## src/rtl/database_reader_pkg.sv

```systemverilog
// Shared debug-unit definitions: reader state encoding and counter sizing helper.
package database_reader_pkg;

   typedef enum logic [2:0] {
      ST_IDLE    = 3'd0,
      ST_SELECT  = 3'd1,
      ST_LOAD    = 3'd2,
      ST_SEND    = 3'd3,
      ST_WAIT_TX = 3'd4,
      ST_DONE    = 3'd5
   } state_t;

   // Bits needed to hold values 0 .. value-1 (at least 1).
   function automatic int unsigned clogb2(input int unsigned value);
      int unsigned res;
      res = 1;
      while ((64'd1 << res) < 64'(value)) res = res + 1;
      return res;
   endfunction

endpackage

```

## src/rtl/database_reader.sv

```systemverilog
// Walks the database snapshot selector through every code and streams each
// captured word MSB-byte-first onto the UART TX byte handshake.
module database_reader
   import database_reader_pkg::*;
#(
   parameter int unsigned LONGITUD_INSTRUCCION = 32,
   parameter int unsigned CANT_BITS_CONTROL    = 4,
   parameter int unsigned CANT_DATOS           = 12,
   parameter int unsigned LATENCIA_LECTURA     = 1
) (
   input  logic                            i_clock,
   input  logic                            i_soft_reset,
   input  logic                            i_start,
   output logic [CANT_BITS_CONTROL-1:0]    o_control,
   input  logic [LONGITUD_INSTRUCCION-1:0] i_dato,
   output logic [7:0]                      o_tx_data,
   output logic                            o_tx_start,
   input  logic                            i_tx_done,
   output logic                            o_busy,
   output logic                            o_done
);

   localparam int unsigned BYTES  = LONGITUD_INSTRUCCION / 8;
   localparam int unsigned BYTE_W = clogb2(BYTES + 1);
   localparam int unsigned LAT_W  = clogb2(LATENCIA_LECTURA + 1);

   state_t                          state, state_nx;
   logic [CANT_BITS_CONTROL-1:0]    index_q, index_nx;
   logic [LAT_W-1:0]                lat_q, lat_nx;
   logic [BYTE_W-1:0]               bytes_q, bytes_nx;
   logic [LONGITUD_INSTRUCCION-1:0] shift_q, shift_nx;

   // State register
   always_ff @(posedge i_clock or posedge i_soft_reset) begin
      if (i_soft_reset) state <= ST_IDLE;
      else              state <= state_nx;
   end

   // Next-state and datapath updates
   always_comb begin
      state_nx = state;
      index_nx = index_q;
      lat_nx   = lat_q;
      bytes_nx = bytes_q;
      shift_nx = shift_q;
      case (state)
         ST_IDLE: begin
            if (i_start) begin
               state_nx = ST_SELECT;
               index_nx = '0;
               lat_nx   = '0;
            end
         end
         ST_SELECT: begin
            if (lat_q == LAT_W'(LATENCIA_LECTURA - 1)) state_nx = ST_LOAD;
            else                                       lat_nx   = lat_q + LAT_W'(1);
         end
         ST_LOAD: begin
            shift_nx = i_dato;
            bytes_nx = BYTE_W'(BYTES);
            state_nx = ST_SEND;
         end
         ST_SEND: state_nx = ST_WAIT_TX;
         ST_WAIT_TX: begin
            // bytes_q counts the byte on the wire plus those still queued
            if (i_tx_done) begin
               if (bytes_q > BYTE_W'(1)) begin
                  shift_nx = shift_q << 8;
                  bytes_nx = bytes_q - BYTE_W'(1);
                  state_nx = ST_SEND;
               end else if (index_q < CANT_BITS_CONTROL'(CANT_DATOS - 1)) begin
                  index_nx = index_q + CANT_BITS_CONTROL'(1);
                  lat_nx   = '0;
                  state_nx = ST_SELECT;
               end else begin
                  state_nx = ST_DONE;
               end
            end
         end
         ST_DONE: begin
            index_nx = '0;
            state_nx = ST_IDLE;
         end
         default: state_nx = ST_IDLE;
      endcase
   end

   // Datapath registers and registered outputs decoded from the next state
   always_ff @(posedge i_clock or posedge i_soft_reset) begin
      if (i_soft_reset) begin
         index_q    <= '0;
         lat_q      <= '0;
         bytes_q    <= '0;
         shift_q    <= '0;
         o_tx_start <= 1'b0;
         o_busy     <= 1'b0;
         o_done     <= 1'b0;
      end else begin
         index_q    <= index_nx;
         lat_q      <= lat_nx;
         bytes_q    <= bytes_nx;
         shift_q    <= shift_nx;
         o_tx_start <= (state_nx == ST_SEND);
         o_busy     <= (state_nx != ST_IDLE);
         o_done     <= (state_nx == ST_DONE);
      end
   end

   assign o_control = index_q;
   assign o_tx_data = shift_q[LONGITUD_INSTRUCCION-1 -: 8];

endmodule

```

## config.mk

```make
export PLATFORM = sky130hd
export DESIGN_NAME = database_reader
export DESIGN_NICKNAME = d
export VERILOG_FILES = /design/src/rtl/database_reader_pkg.sv /design/src/rtl/database_reader.sv
export SDC_FILE = /design/constraint.sdc
export NUM_CORES = 1
export LEC_CHECK = 0
export CORE_ASPECT_RATIO = 0.6
export CORE_MARGIN = 5
export CORE_UTILIZATION = 40
export DETAILED_ROUTE_END_ITERATION = 10
export PLACE_DENSITY = 0.65
export SYNTH_ARGS = -nofsm -noshare
export SYNTH_HDL_FRONTEND = slang
export SYNTH_SLANG_ARGS = --single-unit
```

## constraint.sdc

```tcl
create_clock -name i_clock -period 2.3 [get_ports i_clock]
set_input_delay 0.345 -clock i_clock [delete_from_list [all_inputs] [get_ports i_clock]]
set_output_delay 0.345 -clock i_clock [all_outputs]
set_load 0.02 [all_outputs]
```

==> impl_metrics.tcl, run 1 <==
set metrics [dict create \
    vdd_drop_max_mv 0.524 \
    critPathArrivalTime_ps 2210 \
    syn_nets 218 \
    switchingPower_w 0.00123 \
    place_congestion 0.846 \
    p_sw_frac 0.325 \
    synth_ff_type "dfrtp_1" \
    path_delay_family "compound AO/OA/AOI/OAI gates" \
    pwr-share-comb 0.479 \
    cts_resized 0 \
    placementRows 21 \
    ctsLongestPathBuffers 2 \
    fp.dieArea_sq_um 7550 \
    synth-edff-count 0 \
    finalHoldViolCount 0 \
    synthDistinctLibCells 34 \
    regToRegSetupSlack_ps 260 \
    critPathBufInv 2 \
    htreeDepth 2 \
    drive_above_1_share 0.292 \
    reg2regPathDepth 7 \
    ant_nets 0 \
    io_buffers 50 \
    period_share 0.885 \
    path_class "flop to flop" \
    grt_use_total 0.135 \
    endpoint "shift_q[26]" \
    drv_slew 0 \
    clockRootBuffer "clkbuf_8" \
    initial_core_util 0.418 \
    clock_latency_ps 290 \
    viasPerCell 4.83 \
    worstReg2RegStart "bytes_q[1]" \
    hold_buffers 0 \
    setup_viol 0 \
    drt_wl_total_um 4890 \
    crit_cells 7 \
    cts_tree "built" \
    cts.clk_slew.worst_paths_ps 100 \
    hold_class "input port to asynchronous set/reset pin" \
    worst_pin_slew_ps 598 \
    seq_power_share 0.361 \
    cts_sinks 45 \
    startpoint_type "flop" \
    seq_area_frac_synth 0.479 \
    crit_path_max_incr_delay_ps 410 \
    outcome "finished clean" \
    finClkSkew_ps 11.6 \
    numCtsBuffers 5 \
    p_per_area_nw_per_um2 1260 \
    die_w_um 109 \
    period_needed_ps 2040 \
    globalRouteOverflowTotal 0 \
    hpwl_um 3610 \
    timing.hold.ws_ps 423 \
    syn2layout_area_growth_pct 28.2 \
    rsz0062_at_grt "false" \
    first_pass_iters 4 \
    drtIter0Drc 63 \
    worstPathMaxFanout 8 \
    coreArea_sq_um 5620 \
    drc 0 \
    ys_ff_latch 45 \
    vias 1478 \
    relSlewSlack 0.600 \
    grt_max_degree 28 \
    grt_pass1_vias 1540 \
    num_io_pins 51 \
    grt_first_pass_wirelength_um 8200 \
    wl_per_cell_um 16.0 \
    crit_path_top_delay_cell "dfrtp_1" \
    fmax_ghz 0.491 \
    required_ps 2480 \
    fin_setup_tns_ps 0 \
    synthArstFlopShare 1.00 \
    max-cap-violations 0 \
    post_cts_buffers 0 \
    pwr-share-clk 0.160 \
    path_cells "inv_1, ha_1, o21ba_2, nor3_1, a211o_2, buf_4, mux2_2" \
    syn_avg_cell_area_sq_um 13.1 \
    cp-startpoint "bytes_q[1]" \
    worst_setup_path_end_kind "flop" \
    power.internal_w 0.00256 \
    die_h_um 69.4 \
    syn_inst 179 \
    leakagePower_nw 1.32 \
    synth.cell_area_sq_um 2350 \
    reg2reg_to "shift_q[26]" \
    antenna_found_initial 0 \
    nets 264 \
    n_antenna_cell 0 \
    yosys_warnings 0 \
]
## power by group through the flow
stage	combinational (W)	sequential (W)	clock (W)
CTS	0.00184	0.00137	0.000619
global placement	0.00179	0.00137	0
floorplan	0.00151	0.00131	0
global route	0.00195	0.00141	0.000652
finish	0.00182	0.00137	0.000606
detailed placement	0.00183	0.00138	0
## layout make-up
type / instances / area [sq um]
fill: 500 / 2610
timing repair buffer: 58 / 586
multi-input combinational: 108 / 1060
clock inverter: 3 / 46.3
clock buffer: 5 / 68.8
inverter: 7 / 26.3
sequential: 45 / 1130
tap: 80 / 100
## Yosys cell counts (all sizes together), types with 4 or more instances
library cell	number	area share
mux2	48	0.26
dfrtp	45	0.48
buf	18	0.058
a22o	9	0.034
inv	7	0.011
mux2i	5	0.021
o21ai	4	0.0085
## layout by cell type (no fill, tap or decap), types with 2 or more instances in the layout
master | synthesis | final
clkdlybuf4s50_1 | 0 | 50
nand2_1 | 3 | 3
mux2_1 | 2 | 2
nand4_1 | 2 | 2
inv_1 | 7 | 6
o22ai_1 | 2 | 2
mux2_4 | 21 | 21
o21bai_1 | 3 | 3
ha_1 | 3 | 3
dfrtp_1 | 45 | 45
nand3_1 | 3 | 3
mux2_2 | 25 | 25
nand2b_1 | 3 | 3
a22o_1 | 9 | 9
clkbuf_8 | 0 | 5
nor3_1 | 3 | 3
a21oi_1 | 3 | 3
nor2_1 | 3 | 3
buf_4 | 11 | 6
mux2i_1 | 5 | 5
o21ai_0 | 4 | 4
buf_12 | 0 | 2
nor2b_1 | 2 | 2
## worst min path at each step
stage,startpoint,end,slack (ps),cells past startpoint
6_report,i_soft_reset,shift_q[23],420,2
5_1_grt,i_soft_reset,shift_q[23],460,2
4_1_cts,i_soft_reset,shift_q[23],450,2
3_5_place_dp,shift_q[5],shift_q[5],480,1
3_3_place_gp,shift_q[4],shift_q[4],480,1
2_1_floorplan,shift_q[0],shift_q[0],460,1
## kinds of logic after synthesis
logic type	share of synthesized area
muxes	0.285
DFF	0.479
AOI/OAI and AO/OA	0.0858
buffers and inverters	0.0709
and+or+nand+nor	0.0591
adders and majority gates	0.0160
xor gates and xnor gates	0.00373
## per-layer routing
metal  up-vias  track usage  share of wire
met4         0       0.0126         0.0025
met1       711        0.221           0.54
met5         -            0              0
li1        724            -              -
met3         2       0.0484          0.075
met2        41        0.171           0.38
## sequential cells by signal, summed over array words and instances (netlist names)
name,flops
o_busy,1
shift_q,32
bytes_q,3
state,3
o_done,1
o_tx_start,1
o_control,4
## per-stage QoR
stage / util / setup slack, ps / std cells / area [sq um] / power (W)
after global placement: 0.515 / 282 / 298 / 2900 / 0.00317
after detailed placement: 0.515 / 263 / 298 / 2900 / 0.00321
after global routing: 0.535 / 116 / 306 / 3010 / 0.00401
final: 0.535 / 264 / 306 / 3010 / 0.00379
after CTS: 0.535 / 258 / 306 / 3010 / 0.00382
after floorplan: - / 455 / 179 / 2350 / 0.00282
Note: power is estimated with default switching activity, not from simulation.
==> run 2, diff against run 1 <==
SLEW_MARGIN = 20   (was not set)
==> results of run 2 <==
No change in the layout: final DEF, timing and power equal those of run 1.
==> run 3, diff against run 2 <==
PLACE_DENSITY = 0.72   (was 0.65)
==> run 3 against run 2 <==
Compared with the run above: setup slack gained 54 ps; register-to-register slack better by 50 ps; fmax grew 2.7%; clock power rose by 2%; hold slack improved by 26 ps; design area is 0.62% lower; routed wire length decreased by 2.4%; largest cell class unchanged.
==> impl_metrics.tcl, run 3 (synthesized netlist as in run 1, its figures left out) <==
set metrics [dict create \
    drtIter0Drc 42 \
    cts_tree "built" \
    postLayoutCoreUtil 0.532 \
    rsz0062_at_grt "false" \
    hold_buffers 0 \
    fill_cells 510 \
    viasPerCell 4.89 \
    htreeDepth 2 \
    setup_viol 0 \
    clock_latency_ps 300 \
    globalRouteOverflowTotal 0 \
    outcome "finished clean" \
    die_h_um 69.4 \
    initial_core_util 0.418 \
    numCtsBuffers 5 \
    grt_pass1_vias 1585 \
    drv_slew 0 \
    cts.clk_slew.worst_paths_ps 80 \
    path_delay_family "flip-flops" \
    final_cell_mix "clkdlybuf4s50_1 (50), dfrtp_1 (45), mux2_2 (25)" \
    fp.dieArea_sq_um 7550 \
    period_needed_ps 1980 \
    crit_path_max_incr_delay_ps 430 \
    seq_power_share 0.368 \
    worst_slack_ps 319 \
    period_share 0.862 \
    path_class "flop to flop" \
    vias 1492 \
    fmax_ghz 0.505 \
    antenna_found_initial 0 \
    worstReg2RegStart "bytes_q[1]" \
    drc 0 \
    vdd_drop_max_mv 0.527 \
    endpoint "shift_q[28]" \
    top_register "shift_q" \
    critPathBufInv 2 \
    worst_setup_path_end_kind "flop" \
    first_pass_iters 4 \
    ant_nets 0 \
    hpwl_um 3460 \
    crit_path_top_delay_cell "dfrtp_1" \
    place_congestion 0.771 \
    n_antenna_cell 0 \
    worst_pin_slew_ps 637 \
    grt_first_pass_wirelength_um 7900 \
    final_common_cell "clkdlybuf4s50_1" \
    cts_sinks 45 \
    drt_wl_total_um 4780 \
    post_cts_buffers 0 \
    worstPathMaxFanout 33 \
    wl_per_cell_um 15.7 \
    drive_above_1_share 0.284 \
    largest_reg_flops 32 \
    reg2regPathDepth 7 \
    pwr-share-clk 0.165 \
    required_ps 2480 \
    finClkSkew_ps 4.26 \
    timing.hold.ws_ps 449 \
    nets 263 \
    syn2layout_area_growth_pct 27.4 \
    clockRootBuffer "clkbuf_8" \
    grt_use_total 0.132 \
    num_io_pins 51 \
    dp_slack_ps 335 \
    relSlewSlack 0.575 \
    pwr-share-comb 0.467 \
    p_per_area_nw_per_um2 1260 \
    grt_max_degree 34 \
    reg2reg_to "shift_q[28]" \
    cp-startpoint "bytes_q[1]" \
    regToRegSetupSlack_ps 320 \
    fin_setup_tns_ps 0 \
    finalHoldViolCount 0 \
    io_buffers 50 \
    placementRows 21 \
    cts_resized 0 \
    leakagePower_nw 1.32 \
    p_sw_frac 0.321 \
    die_w_um 109 \
    path_cells "inv_1, ha_1, o21ba_2, nor3_1, a211o_2, buf_12, mux2_2" \
    max-cap-violations 0 \
    crit_cells 7 \
    power.internal_w 0.00256 \
    critPathArrivalTime_ps 2170 \
    switchingPower_w 0.00121 \
    hold_class "input port to asynchronous set/reset pin" \
    startpoint_type "flop" \
    ctsLongestPathBuffers 2 \
    coreArea_sq_um 5620 \
]
-- run 3: cell count changes in the layout (fill, tap and decap cells not counted) --
cell        delta
buf_12         -1
clkbuf_1       +1
clkbuf_8       +1
clkinv_4       -1
clkinvlp_4     -1
-- run 3: cell type report --
type	count	area, sq um	area share
flip-flops and latches	45	1130	0.376
clock inverters	1	30.0	0.0100
well taps	80	100	0.0335
inverters	7	26.3	0.00878
multi-input cells	108	1060	0.353
clock buffers	7	86.3	0.0289
repair buffers	57	566	0.189
-- run 3: how the worst min path moves through the flow --
stage	end
CTS	shift_q[29]
detailed placement	shift_q[6]
floorplan	shift_q[0]
finish	shift_q[29]
global placement	shift_q[1]
global route	shift_q[29]
-- run 3: worst reg2reg max path, cell delays in order (launching register included) --
cell and delay, ps:
dfrtp_1 430, inv_1 110, ha_1 160, o21ba_2 160
nor3_1 220, a211o_2 180, buf_12 230, mux2_2 390
-- run 3: power by group through the flow --
stage | Combinational, W | Sequential, W | Clock [W]
CTS | 0.00177 | 0.00139 | 0.000635
global route | 0.00188 | 0.00143 | 0.000665
detailed placement | 0.00177 | 0.00140 | 0
floorplan | 0.00151 | 0.00131 | 0
finish | 0.00176 | 0.00139 | 0.000621
global placement | 0.00173 | 0.00139 | 0
-- run 3: stage by stage --
stage | std cells | area, sq um | power (W)
after floorplan | 179 | 2350 | 0.00282
after global placement | 297 | 2880 | 0.00311
after detailed placement | 297 | 2880 | 0.00317
after CTS | 305 | 2990 | 0.00380
after global routing | 305 | 2990 | 0.00398
final | 305 | 2990 | 0.00376
-- run 3: per-layer routing --
layer | vias to the layer above | GRT usage | part of all wire
met5 | - | 0 | 0
met3 | 8 | 0.0391 | 0.059
met2 | 42 | 0.180 | 0.41
li1 | 722 | - | -
met1 | 720 | 0.200 | 0.52
met4 | 0 | 0.0378 | 0.011
